## src/rtl/mem_port_arbiter.sv

```systemverilog
// mem_port_arbiter
// Shares one unified memory port between instruction fetch (IF, read-only)
// and the MEM-stage data access (DM, load/store). Each access is a registered
// request/ready transaction: IDLE -> BUSY (mem_req held) -> RESP (done pulse)
// -> IDLE. DM has fixed priority. A memory that never answers is aborted
// after TIMEOUT busy cycles and flagged on the sticky bus_err.
//
// Ports
//   clk, rst             clock (rising edge), asynchronous active-low reset
//   if_req/if_addr       fetch request (level, held until if_done) and address
//   if_rdata/if_done     fetched word and its one-cycle completion pulse
//   dm_req/dm_we         data request (level) and store select
//   dm_addr/dm_wdata     data address and store data
//   dm_ctrl              size/sign code, forwarded unchanged to mem_ctrl
//   dm_rdata/dm_done     load data and its one-cycle completion pulse
//   mem_req/mem_we       memory transaction valid / write enable
//   mem_addr/mem_wdata   memory address / write data
//   mem_ctrl             memory size code
//   mem_rdata/mem_ready  memory read data and completion (sampled in BUSY)
//   stall                combinational pipeline stall
//   bus_err              sticky timeout flag
module mem_port_arbiter #(
  parameter int TIMEOUT = 16,
  parameter int CNT_W   = 5
) (
  input  logic        clk,
  input  logic        rst,
  input  logic        if_req,
  input  logic [31:0] if_addr,
  output logic [31:0] if_rdata,
  output logic        if_done,
  input  logic        dm_req,
  input  logic        dm_we,
  input  logic [31:0] dm_addr,
  input  logic [31:0] dm_wdata,
  input  logic [2:0]  dm_ctrl,
  output logic [31:0] dm_rdata,
  output logic        dm_done,
  output logic        mem_req,
  output logic        mem_we,
  output logic [31:0] mem_addr,
  output logic [31:0] mem_wdata,
  output logic [2:0]  mem_ctrl,
  input  logic [31:0] mem_rdata,
  input  logic        mem_ready,
  output logic        stall,
  output logic        bus_err
);

  typedef enum logic [1:0] {
    IDLE = 2'd0,
    BUSY = 2'd1,
    RESP = 2'd2
  } state_t;

  localparam logic [CNT_W-1:0] CNT_LAST = CNT_W'(TIMEOUT - 1);
  localparam logic [CNT_W-1:0] CNT_MAX  = '1;
  localparam logic [2:0]       CTRL_WORD = 3'b010;

  state_t           state;
  logic             owner_dm;
  logic [CNT_W-1:0] cnt;

  // Word returned to the owner at completion: stores and timeouts return 0.
  function automatic logic [31:0] resp_data(input logic ready, input logic we,
                                            input logic [31:0] rdata);
    return (ready && !we) ? rdata : 32'd0;
  endfunction

  logic        finish;
  logic [31:0] rsp_word;

  assign finish   = mem_ready || (cnt == CNT_LAST);
  assign rsp_word = resp_data(mem_ready, mem_we, mem_rdata);

  // Stall holds while a requester has not yet seen its done pulse.
  assign stall = (if_req & ~if_done) | (dm_req & ~dm_done);

  always_ff @(posedge clk or negedge rst) begin
    if (!rst) begin
      state     <= IDLE;
      owner_dm  <= 1'b0;
      cnt       <= '0;
      if_rdata  <= 32'd0;
      if_done   <= 1'b0;
      dm_rdata  <= 32'd0;
      dm_done   <= 1'b0;
      mem_req   <= 1'b0;
      mem_we    <= 1'b0;
      mem_addr  <= 32'd0;
      mem_wdata <= 32'd0;
      mem_ctrl  <= 3'd0;
      bus_err   <= 1'b0;
    end else begin
      if_done <= 1'b0;
      dm_done <= 1'b0;
      case (state)
        IDLE: begin
          if (dm_req) begin
            owner_dm  <= 1'b1;
            mem_req   <= 1'b1;
            mem_we    <= dm_we;
            mem_addr  <= dm_addr;
            mem_wdata <= dm_wdata;
            mem_ctrl  <= dm_ctrl;
            cnt       <= '0;
            state     <= BUSY;
          end else if (if_req) begin
            owner_dm  <= 1'b0;
            mem_req   <= 1'b1;
            mem_we    <= 1'b0;
            mem_addr  <= if_addr;
            mem_wdata <= 32'd0;
            mem_ctrl  <= CTRL_WORD;
            cnt       <= '0;
            state     <= BUSY;
          end
        end
        BUSY: begin
          if (cnt != CNT_MAX) cnt <= cnt + 1'b1;
          if (finish) begin
            if (owner_dm) begin
              dm_rdata <= rsp_word;
              dm_done  <= 1'b1;
            end else begin
              if_rdata <= rsp_word;
              if_done  <= 1'b1;
            end
            // A ready arriving on the last allowed cycle still counts as success.
            if (!mem_ready) bus_err <= 1'b1;
            mem_req   <= 1'b0;
            mem_we    <= 1'b0;
            mem_addr  <= 32'd0;
            mem_wdata <= 32'd0;
            mem_ctrl  <= 3'd0;
            state     <= RESP;
          end
        end
        RESP: begin
          state <= IDLE;
        end
        default: begin
          mem_req   <= 1'b0;
          mem_we    <= 1'b0;
          mem_addr  <= 32'd0;
          mem_wdata <= 32'd0;
          mem_ctrl  <= 3'd0;
          state     <= IDLE;
        end
      endcase
    end
  end

endmodule

```

## config.mk

```make
export PLATFORM = sky130hd
export DESIGN_NAME = mem_port_arbiter
export DESIGN_NICKNAME = d
export VERILOG_FILES = /design/src/rtl/mem_port_arbiter.sv
export SDC_FILE = /design/constraint.sdc
export NUM_CORES = 1
export LEC_CHECK = 0
export ABC_AREA = 0
export ABC_CLOCK_PERIOD_IN_PS = 2050
export BUFFER_PORTS_ARGS = -buffer_cell sky130_fd_sc_hd__buf_4
export CORE_ASPECT_RATIO = 1.5
export CORE_UTILIZATION = 42
export CTS_CLUSTER_DIAMETER = 40
export CTS_CLUSTER_SIZE = 24
export DETAILED_ROUTE_END_ITERATION = 16
export GPL_ROUTABILITY_DRIVEN = 0
export PLACE_DENSITY = 0.76
export SLEW_MARGIN = 20
export SYNTH_ARGS = -nofsm -noshare
export SYNTH_HDL_FRONTEND = slang
export SYNTH_SLANG_ARGS = --single-unit
```

## constraint.sdc

```tcl
create_clock -name clk -period 2.05 [get_ports clk]
set_input_delay 0.205 -clock clk [delete_from_list [all_inputs] [get_ports clk]]
set_output_delay 0.205 -clock clk [all_outputs]
set_load 0.01 [all_outputs]
```

==> results of run 1 <==
-- what timing repair did --
item,4_1_cts,5_1_grt
setup endpoints to repair,24,108
pin swaps,0,22
hold buffers,11,0
endpoints found under the hold margin,46,0
resized for setup,2,23
gates cloned,1,8
buffers inserted,1,8
-- critical path, delay by kind of cell, from the launching register on --
kind	cells	cell delay (ns)
adder cells (fa/ha/maj)	2	0.35
flip-flops	1	0.38
buffers and inverters	3	0.44
AND/OR/NAND/NOR	1	0.19
AO/OA/AOI/OAI	3	0.63
-- kinds of logic (layout without fill, tap and decap cells) --
| family | Yosys count | in the layout | synth area share (%) |
|---|---|---|---|
| buffers and inverters | 35 | 355 | 3.63 |
| multiplexers | 98 | 98 | 17.9 |
| flip-flops | 144 | 144 | 60.8 |
| adder cells (fa/ha/maj) | 3 | 3 | 0.634 |
| AND/OR/NAND/NOR | 49 | 49 | 5.13 |
| AO/OA/AOI/OAI | 82 | 82 | 11.8 |
-- state kept, by name, summed over array words and instances (netlist names) --
name and flops:
mem_we 1, cnt 5, state 2, mem_req 1, dm_rdata 32, owner_dm 1
mem_wdata 32, mem_ctrl 3, if_rdata 32, bus_err 1, dm_done 1, if_done 1
mem_addr 32
-- synth_stat cells --
cell       number
a21boi_0        1
a21o_1          1
a21oi_1         3
a21oi_4         1
a22o_1         37
a31o_2          1
and2_1         32
and3_1          2
buf_2          13
buf_6           9
clkbuf_1        6
dfrtp_1       144
ha_1            3
inv_1           7
mux2_1          6
mux2_2         60
mux2i_1        32
nand2_1         1
nand2b_1        1
nand4_1         1
nor2_1          4
nor2b_1         2
nor3_2          2
nor3b_1         2
o21ai_0         2
o22ai_1         1
o2bb2ai_1      34
o31a_1          1
or2_1           1
or2_2           1
-- routing by layer --
metal	global-route usage (%)	up-vias	wire length, um
met3	5.77	29	1130
met1	24.0	2336	6160
met5	0	-	0
li1	-	2119	-
met2	40.7	202	9490
met4	8.58	0	417
-- power by group through the flow --
stage | combinational (mW) | clock [mW] | sequential (mW)
after CTS | 5.32 | 3.07 | 4.79
final | 6.04 | 2.99 | 4.82
after global routing | 6.40 | 3.19 | 4.96
after global placement | 5.09 | 0 | 4.76
after detailed placement | 5.23 | 0 | 4.83
after floorplan | 2.03 | 0 | 5.27
-- through the flow --
| step | std cells | cell area (um^2) |
|---|---|---|
| 6_report | 893 | 9280 |
| 3_5_place_dp | 832 | 8190 |
| 2_1_floorplan | 411 | 5940 |
| 4_1_cts | 877 | 8910 |
| 5_1_grt | 893 | 9280 |
| 3_3_place_gp | 832 | 8190 |
-- cell type report --
| cell class | instances | area, um^2 | area share (%) |
|---|---|---|---|
| clock inverter | 15 | 149 | 1.60 |
| inverter | 7 | 26.3 | 0.283 |
| multi-input combinational | 232 | 2240 | 24.1 |
| tap | 162 | 203 | 2.18 |
| timing repair buffer | 316 | 2630 | 28.4 |
| sequential | 144 | 3600 | 38.8 |
| clock buffer | 17 | 425 | 4.58 |
-- worst max path at each step --
| stage | depth (start not counted) | from | slack (ns) | endpoint |
|---|---|---|---|---|
| 3_3_place_gp | 7 | cnt[1]$_DFFE_PN0P_ | 0.02 | dm_rdata[5]$_DFFE_PN0P_ |
| 5_1_grt | 9 | cnt[0]$_DFFE_PN0P_ | -0.06 | mem_wdata[28]$_DFFE_PN0P_ |
| 4_1_cts | 8 | cnt[1]$_DFFE_PN0P_ | 0.003 | mem_wdata[12]$_DFFE_PN0P_ |
| 3_5_place_dp | 7 | cnt[1]$_DFFE_PN0P_ | -0.04 | dm_rdata[21]$_DFFE_PN0P_ |
| 6_report | 9 | cnt[0]$_DFFE_PN0P_ | -0.001 | mem_wdata[0]$_DFFE_PN0P_ |
| 2_1_floorplan | 8 | cnt[1]$_DFFE_PN0P_ | 0.01 | dm_rdata[17]$_DFFE_PN0P_ |
==> impl_metrics.yaml, run 1 <==
synthesis:
  netlist.top_cell.by_area: "dfrtp_1"
  yosys_reg_bits: 144
  mean_instance_size_in_the_synthesized_netlist_um2: 14.4
  number_of_distinct_library_cells_after_synthesis: 30
  synth.yosys.warnings: 0
  synth_top_cells_by_area: "dfrtp_1 (61%), mux2_2 (11%), a22o_1 (5.5%)"
  mappedNetlistNets: 551
  post_synth_instance_area_mm2: 0.00593
  synth_sequential_area_ratio_pct: 60.8
  post_synth_inst_count: 411
  synth_largest_type_area_fraction_pct: 60.8
placement:
  port_buffers: 273
  worst_slack_at_placement_ns: -0.0424
  place_hpwl_um: 11600
finish:
  nNetsFinal: 858
  layout-drive-gt1-share_pct: 57.6
  n_antenna_cell: 0
  fill_cells: 990
  postLayoutCoreUtil_pct: 67.9
  layout.cells.most_common: "buf_4"
  highest_count_cells_in_the_layout_ignoring_fill_and_taps: "buf_4 (286), dfrtp_1 (144), mux2_2 (60)"
  area.growth.synth_to_final_pct: 56.6
timing:
  achievable-frequency_mhz: 488
  report.final.slew_viol_count: 0
  final.setup.tns_ns: -0.00114
  layout_min_cycle_time_ns: 2.05
  slew_headroom_pct: 57.5
  count_of_final_setup_violators: 1
  finalHoldViolations: 0
  final.hold.worst_slack_ns: 0.0188
  rsz0062_at_grt: "yes"
  clock_tree_skew_after_final_layout_ns: 0.00937
  timing_worst_slew_pin_value_ns: 0.636
  worst_slack_ns: -0.00114
  fin_crit_sh_pct: 100
worst_setup_path:
  timing.critical_path.to_type: "register"
  r2r_start: "cnt[0]$_DFFE_PN0P_"
  number_of_cell_instances_on_the_worst_register_to_register_path: 9
  reg2reg_to: "mem_wdata[0]$_DFFE_PN0P_"
  r2r_setup_slack_ns: -0.001
  worst_path_max_delay_cell: "dfrtp_1"
  crit_chain: "ha_2, and3_4, ha_4, buf_6, o31a_1, a21oi_4, buf_12, clkbuf_16, a22o_1"
  critical-path-max-stage-delay_ns: 0.38
  crit_required_ns: 2.40
  timing.critical_path.from_type: "register"
  critPathKind: "register to register"
  worst_path_max_fanout: 7
  worst_ep_arrival_time_ns: 2.40
pwr:
  vdd.ir_drop.worst_mv: 0.675
  power.combinational.fraction_pct: 43.6
  p_total_mw: 13.8
  switchingPower_mw: 4.69
  power_frac_clock_pct: 21.6
  pwr_density_cell_mw_per_mm2: 1490
  netSwitchingFraction_pct: 33.9
  internal_power_mw: 9.15
  sequentialPowerShare_pct: 34.8
  cellLeakagePower_nw: 4.74
min_path:
  hold_end: "mem_wdata[2]$_DFFE_PN0P_"
  timing.hold.worst.class: "input port to register"
  hold_depth: 2
  holdCritStartpoint: "dm_wdata[2]"
global_route:
  grt_pass1_vias: 4819
  globalRouteOverflowTotal: 0
  grt_antenna_before_repair: 0
  grt_pass1_wl_um: 24900
  grt_max_degree: 59
  grt_util_all_layers_pct: 22.1
drt:
  antenna_violating_nets_post_route: 0
  vias: 4686
  dr.pass1.iters: 4
  wire_per_inst_um: 19.3
  routed_wirelength_um: 17200
  drt_iter0_drcs: 122
  post-route-drc-count: 0
  route.detailed.vias_per_inst: 5.25
run_status:
  outcome: "finished, violations left"
  failed_checks: "negative setup slack"
clocking:
  clock_tree_from_tritoncts: "done"
  clock_pin_transition_on_the_worst_setup_and_hold_timing_paths_ns: 0.07
  worstSkewPairLatency_ns: 0.41
  root_buffer: "clkbuf_16"
  cts_inserted_buffers: 17
  h_tree_level_count: 4
  cts_sinks: 144
  cts-root-to-sink-buffers: 2
floorplanning:
  fp.dieH_um: 147
  floorplan.rows: 52
  dieArea_mm2: 0.0146
  boundaryPins: 274
  chipWidth_um: 99.0
  initial_core_util_pct: 43.4
  floorplan_core_area_mm2: 0.0137
run:
  drv.max_cap_violation_count: 0
(Power assumes the default switching activity.)
==> run 2, diff against run 1 <==
--- a/config.mk
+++ b/config.mk
@@ -9,6 +9,7 @@
 export ABC_CLOCK_PERIOD_IN_PS = 2050
 export BUFFER_PORTS_ARGS = -buffer_cell sky130_fd_sc_hd__buf_4
 export CORE_ASPECT_RATIO = 1.5
+export CORE_MARGIN = 5
 export CORE_UTILIZATION = 42
 export CTS_CLUSTER_DIAMETER = 40
 export CTS_CLUSTER_SIZE = 24
==> run 2 against run 1 <==
  * The run now ends clean
  * Die area is 14% higher
  * Final cell count down 1.1%
  * Non-clock buffer count shrank 13
  * Critical endpoint is now mem_we$_DFFE_PN0P_
==> impl_metrics.yaml, run 2 (synthesized netlist as in run 1, its figures left out) <==
run_status:
  outcome: "completed"
worst_setup_path:
  timing.critical_path.from_type: "register"
  critPathKind: "register to register"
  crit_required_ns: 2.39
  worst_path_max_delay_cell: "dfrtp_1"
  crit_chain: "ha_2, and3_4, ha_2, buf_4, o31a_1, a21oi_4, buf_4, clkbuf_16, a22o_1"
  critical-path-max-stage-delay_ns: 0.38
  timing.critical_path.to_type: "register"
  worst_path_max_fanout: 12
  worst_ep_arrival_time_ns: 2.37
floorplanning:
  dieArea_mm2: 0.0166
  chipWidth_um: 107
  initial_core_util_pct: 42.6
  fp.dieH_um: 155
  floorplan.rows: 53
  boundaryPins: 274
  floorplan_core_area_mm2: 0.0139
drt:
  wire_per_inst_um: 20.2
  dr.pass1.iters: 4
  routed_wirelength_um: 17800
  vias: 4643
  drt_iter0_drcs: 128
  antenna_violating_nets_post_route: 0
  post-route-drc-count: 0
  route.detailed.vias_per_inst: 5.26
pwr:
  cellLeakagePower_nw: 4.64
  vdd.ir_drop.worst_mv: 0.706
  pwr_density_cell_mw_per_mm2: 1490
  p_total_mw: 13.5
timing:
  fin_crit_sh_pct: 99.1
  worst_slack_ns: 0.0194
  slew_headroom_pct: 70.0
  layout_min_cycle_time_ns: 2.03
  rsz0062_at_grt: "yes"
  achievable-frequency_mhz: 492
  report.final.slew_viol_count: 0
  count_of_final_setup_violators: 0
  clock_tree_skew_after_final_layout_ns: 0.00909
  finalHoldViolations: 0
  final.setup.tns_ns: 0
  timing_worst_slew_pin_value_ns: 0.450
finish:
  layout.cells.most_common: "buf_4"
  layout-drive-gt1-share_pct: 56.1
  nNetsFinal: 845
  area.growth.synth_to_final_pct: 52.2
  postLayoutCoreUtil_pct: 64.8
  highest_count_cells_in_the_layout_ignoring_fill_and_taps: "buf_4 (285), dfrtp_1 (144), mux2_2 (60)"
  n_antenna_cell: 0
global_route:
  grt_pass1_wl_um: 26600
  grt_pass1_vias: 5026
  grt_antenna_before_repair: 0
  globalRouteOverflowTotal: 0
  grt_util_all_layers_pct: 20.5
  grt_max_degree: 58
run:
  drv.max_cap_violation_count: 0
clocking:
  clock_pin_transition_on_the_worst_setup_and_hold_timing_paths_ns: 0.06
  clock_tree_from_tritoncts: "done"
  cts_inserted_buffers: 17
  worstSkewPairLatency_ns: 0.41
  cts-root-to-sink-buffers: 2
  root_buffer: "clkbuf_16"
  h_tree_level_count: 4
  cts_sinks: 144
placement:
  port_buffers: 273
  worst_slack_at_placement_ns: -0.0290
  place_hpwl_um: 12600
min_path:
  timing.hold.worst.class: "input port to register"
==> run 2: what timing repair did <==
action | 4_1_cts | 5_1_grt
gates resized for setup | 3 | 2
pin swaps | 1 | 0
cloned | 1 | 5
hold endpoints to repair | 44 | 1
buffers inserted | 1 | 4
hold buffers | 2 | 1
endpoints found under the setup margin | 12 | 51
==> run 2: area by class of cell <==
class                   count  area [um^2]
flip-flops and latches    144         3600
inverters                   7         26.3
clock inverters            13          113
repair buffers            303         2470
fillers                  1037         4910
multi-input cells         232         2140
well taps                 165          206
clock buffers              19          453
==> run 2: worst max-delay path, delay by kind of cell (launching register included) <==
family	cells	cell delay, ns
simple gates	1	0.18
buf+inv	3	0.46
compound gates	3	0.56
fa+ha+maj	2	0.37
flops	1	0.38
==> run 2: final timing paths <==
kind / from / endpoint / slack [ns] / cells after the start
max in group asynchronous: rst / mem_wdata[26]$_DFFE_PN0P_ / 1.07 / 3
hold / removal: dm_wdata[0] / mem_wdata[0]$_DFFE_PN0P_ / 0.02 / 2
hold reg to reg: mem_addr[17]$_DFFE_PN0P_ / mem_addr[17]$_DFFE_PN0P_ / 0.49 / 1
setup reg to reg: cnt[0]$_DFFE_PN0P_ / mem_we$_DFFE_PN0P_ / 0.02 / 9
setup / recovery: cnt[0]$_DFFE_PN0P_ / mem_we$_DFFE_PN0P_ / 0.02 / 9
min in group asynchronous: rst / mem_addr[4]$_DFFE_PN0P_ / 0.30 / 2
==> run 2: per-stage QoR <==
step	cell area [um^2]	hold WS, ns	std cells
4_1_cts	8860	0.00560	873
3_5_place_dp	8230	0.163	837
5_1_grt	9020	0.00294	883
2_1_floorplan	5940	-0.0906	411
6_report	9020	0.0192	883
3_3_place_gp	8230	0.156	837
==> run 2: power by group <==
part / internal, mW / leakage [nW] / total, mW / switching, mW
registers: 4.06 / 1.88 / 4.80 / 0.738
clock network: 1.73 / 0.275 / 2.92 / 1.19
logic: 3.17 / 2.49 / 5.74 / 2.57
total: 8.96 / 4.64 / 13.5 / 4.50
==> run 2: routing by layer <==
metal  track usage [%]  routed length, um
met5                 0                  0
met3              7.10               1420
met1              21.9               6240
met4              8.47                586
met2              36.5               9570
